### src/rtl/byte_writer.sv
// rtl/byte_writer.sv - rv32i store byte path: lane mask, aligned data, fault check, BRAM write.
// Optional STORE_RMW_EN: read-modify-write for BRAMs without byte enables.
`ifndef DATA_WIDTH
`define DATA_WIDTH 32
`endif
`ifndef FUNC3_WIDTH
`define FUNC3_WIDTH 3
`endif

module byte_writer #(
   parameter int BRAM_ADDR_WIDTH = 10,
   parameter int READ_LATENCY    = 1
) (
   input  logic                       clk,
   input  logic                       rst,
   input  logic                       req_valid,
   output logic                       req_ready,
   input  logic [`DATA_WIDTH-1:0]     addr,
   input  logic [`DATA_WIDTH-1:0]     store_data,
   input  logic [`FUNC3_WIDTH-1:0]    func3,
   output logic                       resp_valid,
   output logic                       store_fault,
   output logic                       bram_en,
   output logic [3:0]                 bram_we,
   output logic [BRAM_ADDR_WIDTH-1:0] bram_addr,
   output logic [`DATA_WIDTH-1:0]     bram_wdata,
   input  logic [`DATA_WIDTH-1:0]     bram_rdata
);

   localparam logic [`FUNC3_WIDTH-1:0] F3_BYTE      = `FUNC3_WIDTH'(0);
   localparam logic [`FUNC3_WIDTH-1:0] F3_HALF_WORD = `FUNC3_WIDTH'(1);
   localparam logic [`FUNC3_WIDTH-1:0] F3_WORD      = `FUNC3_WIDTH'(2);

   typedef enum logic [2:0] {
      IDLE,
      WRITE,
      RESP
`ifdef STORE_RMW_EN
      , READ
      , WAIT
`endif
   } state_t;

   state_t                     state, state_n;
   logic [1:0]                 off;
   logic [3:0]                 req_mask, mask_q;
   logic [`DATA_WIDTH-1:0]     req_data, data_q;
   logic                       req_fault, fault_q;
   logic [BRAM_ADDR_WIDTH-1:0] addr_q;
   logic                       accept;

   assign off    = addr[1:0];
   assign accept = (state == IDLE) && req_valid;

   always_comb begin
      req_mask  = 4'b0000;
      req_data  = '0;
      req_fault = 1'b0;
      case (func3)
         F3_BYTE: begin
            req_mask = 4'b0001 << off;
            req_data = {{(`DATA_WIDTH-8){1'b0}}, store_data[7:0]} << {off, 3'b000};
         end
         F3_HALF_WORD: begin
            req_mask  = 4'b0011 << off;
            req_data  = {{(`DATA_WIDTH-16){1'b0}}, store_data[15:0]} << {off, 3'b000};
            req_fault = off[0];
         end
         F3_WORD: begin
            req_mask  = 4'b1111;
            req_data  = store_data;
            req_fault = (off != 2'b00);
         end
         default: req_fault = 1'b1;
      endcase
   end

`ifdef STORE_RMW_EN
   localparam logic [7:0] WAIT_LAST = 8'(READ_LATENCY - 1);
   logic [7:0]             wait_cnt;
   logic [`DATA_WIDTH-1:0] rdata_q;

   always_ff @(posedge clk) begin
      if (rst) begin
         wait_cnt <= '0;
         rdata_q  <= '0;
      end else if (state == READ) begin
         wait_cnt <= WAIT_LAST;
      end else if (state == WAIT) begin
         wait_cnt <= wait_cnt - 8'd1;
         // Read data is valid on the last WAIT cycle only
         if (wait_cnt == 8'd0) rdata_q <= bram_rdata;
      end
   end
`else
   logic unused_rmw;
   assign unused_rmw = (^bram_rdata) ^ (READ_LATENCY > 0);
`endif

   always_ff @(posedge clk) begin
      if (rst) state <= IDLE;
      else     state <= state_n;
   end

   always_ff @(posedge clk) begin
      if (rst) begin
         mask_q  <= '0;
         data_q  <= '0;
         fault_q <= 1'b0;
         addr_q  <= '0;
      end else if (accept) begin
         mask_q  <= req_mask;
         data_q  <= req_data;
         fault_q <= req_fault;
         addr_q  <= addr[BRAM_ADDR_WIDTH+1:2];
      end
   end

   always_comb begin
      state_n     = state;
      req_ready   = 1'b0;
      resp_valid  = 1'b0;
      store_fault = 1'b0;
      bram_en     = 1'b0;
      bram_we     = 4'b0000;
      bram_addr   = addr_q;
      bram_wdata  = data_q;
`ifdef STORE_RMW_EN
      for (int i = 0; i < 4; i++)
         bram_wdata[8*i +: 8] = mask_q[i] ? data_q[8*i +: 8] : rdata_q[8*i +: 8];
`endif
      case (state)
         IDLE: begin
            req_ready = 1'b1;
            if (req_valid) begin
`ifdef STORE_RMW_EN
               if (req_fault)               state_n = RESP;
               else if (req_mask == 4'hF)   state_n = WRITE;
               else                         state_n = READ;
`else
               state_n = req_fault ? RESP : WRITE;
`endif
            end
         end
`ifdef STORE_RMW_EN
         READ: begin
            bram_en = ~rst;
            state_n = WAIT;
         end
         WAIT: begin
            if (wait_cnt == 8'd0) state_n = WRITE;
         end
`endif
         WRITE: begin
            bram_en = ~rst;
`ifdef STORE_RMW_EN
            bram_we = rst ? 4'b0000 : 4'b1111;
`else
            bram_we = rst ? 4'b0000 : mask_q;
`endif
            state_n = RESP;
         end
         RESP: begin
            resp_valid  = 1'b1;
            store_fault = fault_q;
            state_n     = IDLE;
         end
         default: state_n = IDLE;
      endcase
   end

endmodule

### config.mk
export PLATFORM = sky130hd
export DESIGN_NAME = byte_writer
export DESIGN_NICKNAME = d
export VERILOG_FILES = /design/src/rtl/byte_writer.sv
export SDC_FILE = /design/constraint.sdc
export NUM_CORES = 1
export LEC_CHECK = 0
export CAP_MARGIN = 15
export CORE_AREA = 2 2 80 82
export CTS_BUF_LIST = sky130_fd_sc_hd__clkbuf_8
export CTS_CLUSTER_DIAMETER = 200
export DETAILED_ROUTE_END_ITERATION = 7
export DIE_AREA = 0 0 82 84
export PLACE_DENSITY = 0.9
export SYNTH_ARGS = -nofsm -noshare
export SYNTH_HDL_FRONTEND = slang
export SYNTH_SLANG_ARGS = --single-unit
### constraint.sdc
create_clock -name clk -period 2.05 [get_ports clk]
set_input_delay 0.205 -clock clk [delete_from_list [all_inputs] [get_ports clk]]
set_output_delay 0.205 -clock clk [all_outputs]
set_load 0.02 [all_outputs]
==> key figures <==
Route
  • WL/cell: 16.2 um
  • Met1 WL: 2.95 mm
  • Met3 wire length: 566 um
  • Detailed Route Iter0 Violations: 267
  • Vias after detailed routing: 2,529
  • Routed WL: 7.15 mm
  • Highest metal used: met4
  • Vias per Instance: 5.72
  • ANT nets after route: 0
  • Met2 wire length: 3.52 mm
  • Drt first pass iters: 5
  • DRC viols: 0

Yosys
  • Syn Std Cell Area: 2430 sq um
  • Top post-synthesis cells by count: dfxtp_1, nand2_1, a21oi_1, nor2_1, a211oi_1
  • Cells after Synth: 274
  • Mapped Nets: 376
  • Post-synth top area share: 0.404
  • Sequential share of the synthesized area: 0.404
  • Top FF cell, synth: dfxtp_1
  • Count leader, synth: dfxtp_1
  • Synth area leaders: dfxtp_1, a21oi_1, nand2_1
  • Unique cell type count in the Yosys netlist: 31
  • Seq cells post-synth: 49
  • Post-synth ARST share: 0
  • Yosys warns: 0
  • Area leader, netlist: dfxtp_1
  • Post-synth EDFFs: 0
  • Mean Syn Cell Area: 8.87 sq um

Timing
  • Worst-Margin Slew: 525 ps
  • Endpoints failing hold: 0
  • Worst slew margin: 0.650
  • RSZ-0062 raised after global routing: false
  • Final Setup Violations: 0
  • Final period util: 0.936
  • Clock Skew: 3.81 ps
  • Setup_tns: 0 ps
  • Fmax: 521 MHz
  • Post-layout min period: 1920 ps
  • Count of pins over their slew limit: 0

GRT
  • First-pass GRT wire length: 11.4 mm
  • Initial antenna violation count: 0
  • Gr ovfl total: 0
  • Vias in the first global route: 2,355
  • Total track usage: 0.210
  • Largest net degree at the start of global routing: 49

Clocking
  • CTS Buf Count: 5
  • CTS tree: built
  • Bufs on Longest Clock Path: 2
  • Root Buffer: clkbuf_8
  • CTS clock-pin slew for the worst setup and hold paths: 90 ps
  • H-tree levels: 2
  • Clock Latency Late Sink: 300 ps
  • Clock sink count: 49

Placement
  • Port Buffers: 99
  • Dpl hpwl: 5.17 mm
  • Gpl congestion: 0.856

Outcome
  • Outcome: finished, final reports clean

Min path
  • Hold WC Path Type: input pin to register
  • Hold Path Depth: 4
  • Worst Hold End: state[1]
  • Hold path startpoint: rst

Cells and area
  • Share of cells above drive strength 1: 0.0959
  • Antenna cells: 0
  • Area grow syn2layout: 45.8%
  • Nets: 466
  • Filler cells: 536

Power
  • Worst VDD drop: 317 uV
  • Overall Power: 2150 uW
  • Clock network fraction of design power: 0.268
  • Proportion of power drawn by combinational gates: 0.250
  • Pwr dens: 606 nW/um^2
  • Switching Fraction: 0.300
  • Leak pwr: 0.00120 uW
  • Cell internal pwr: 1500 uW
  • Net Switching: 645 uW
  • Share of power burned in registers: 0.482

Die
  • # rows: 29
  • Core region area: 6100 sq um
  • Starting Density: 0.399
  • Io pins: 152
  • Die H: 84 um
  • Die X: 82 um
  • Die area: 6890 sq um

Setup path
  • Reg2Reg Setup Slack: 470 ps
  • Critical Path Start Type: register
  • R2R depth: 4
  • Crit Path Category: register to output pin
  • Worst r2r dst: bram_wdata[27]
  • Req. time, crit path: 1850 ps
  • CP Data Arrival Time: 1710 ps
  • Worst-path fanout max: 6
  • Critical path endpoint category: output pin
  • Worst r2r src: state[0]

Flow run
  • Max Cap Violations: 0
flip-flops by register name, summed over array words and instances (netlist names):
register	cells
bram_addr	10
bram_wdata	32
fault_q	1
mask_q	4
state	2
routing by layer:
layer / vias up / GRT usage
li1: 1201 / -
met1: 1185 / 0.269
met2: 128 / 0.347
met3: 15 / 0.0433
met4: 0 / 0.0636
met5: - / 0
critical path, cell delays in order, from the launching register on:
cell,delay (ps)
dfxtp_1,380
nor2_2,210
and3_1,200
clkdlybuf4s50_1,620
what timing repair did:
action,in CTS,in global routing
endpoints found under the setup margin,0,4
setup buffers,0,0
resized for setup,0,1
hold buffers,0,0
endpoints found under the hold margin,0,0
stage by stage:
step	instances	area, sq um	util	setup slack, ps	hold WS [ps]
after floorplan	274	2430	-	681	341
after global placement	434	3450	0.567	137	439
after detailed placement	434	3450	0.567	107	442
after CTS	442	3540	0.581	54.2	224
after global routing	442	3540	0.581	64.1	228
final	442	3540	0.581	131	205
power groups by stage:
stage / sequential [uW] / clock (uW) / combinational [uW]
finish: 1030 / 576 / 538
global route: 1040 / 624 / 579
CTS: 1030 / 586 / 537
detailed placement: 1060 / 0 / 535
global placement: 1050 / 0 / 525
floorplan: 1110 / 0 / 234
how the worst max path moves through the flow:
| stage | to | start | cells past startpoint | slack [ps] |
|---|---|---|---|---|
| 2_1_floorplan | bram_wdata[12] | state[1] | 5 | 680 |
| 3_3_place_gp | bram_wdata[23] | func3[1] | 4 | 140 |
| 3_5_place_dp | bram_wdata[23] | func3[1] | 5 | 110 |
| 4_1_cts | bram_we[1] | state[1] | 3 | 50 |
| 5_1_grt | bram_we[0] | state[1] | 3 | 60 |
| 6_report | bram_we[1] | state[1] | 3 | 130 |
kinds of logic (layout without fill, tap and decap cells):
logic type / Yosys count / in the layout / share of synthesized area
flops: 49 / 49 / 0.404
compound gates: 105 / 105 / 0.305
buf+inv: 29 / 120 / 0.0747
simple gates: 91 / 91 / 0.216
placed cells by master, fill, tap and decap left out, types with 8 or more instances in the layout:
cell type and instances:
nor2_1 24, a22oi_1 11, o2111ai_1 8, nand2_1 38, o21ai_0 9, dfxtp_1 49, clkdlybuf4s50_1 98, a21oi_1 33
a222oi_1 10, a211oi_1 17, buf_4 11
final cells by class:
class	count	area, sq um	share of cell area
sequential	49	981	0.277
tap	77	96.3	0.0272
multi-input combinational	196	1270	0.358
timing repair buffer	112	1110	0.313
clock buffer	5	68.8	0.0194
clock inverter	3	18.8	0.00530
Power figures use the tool's default switching activity.
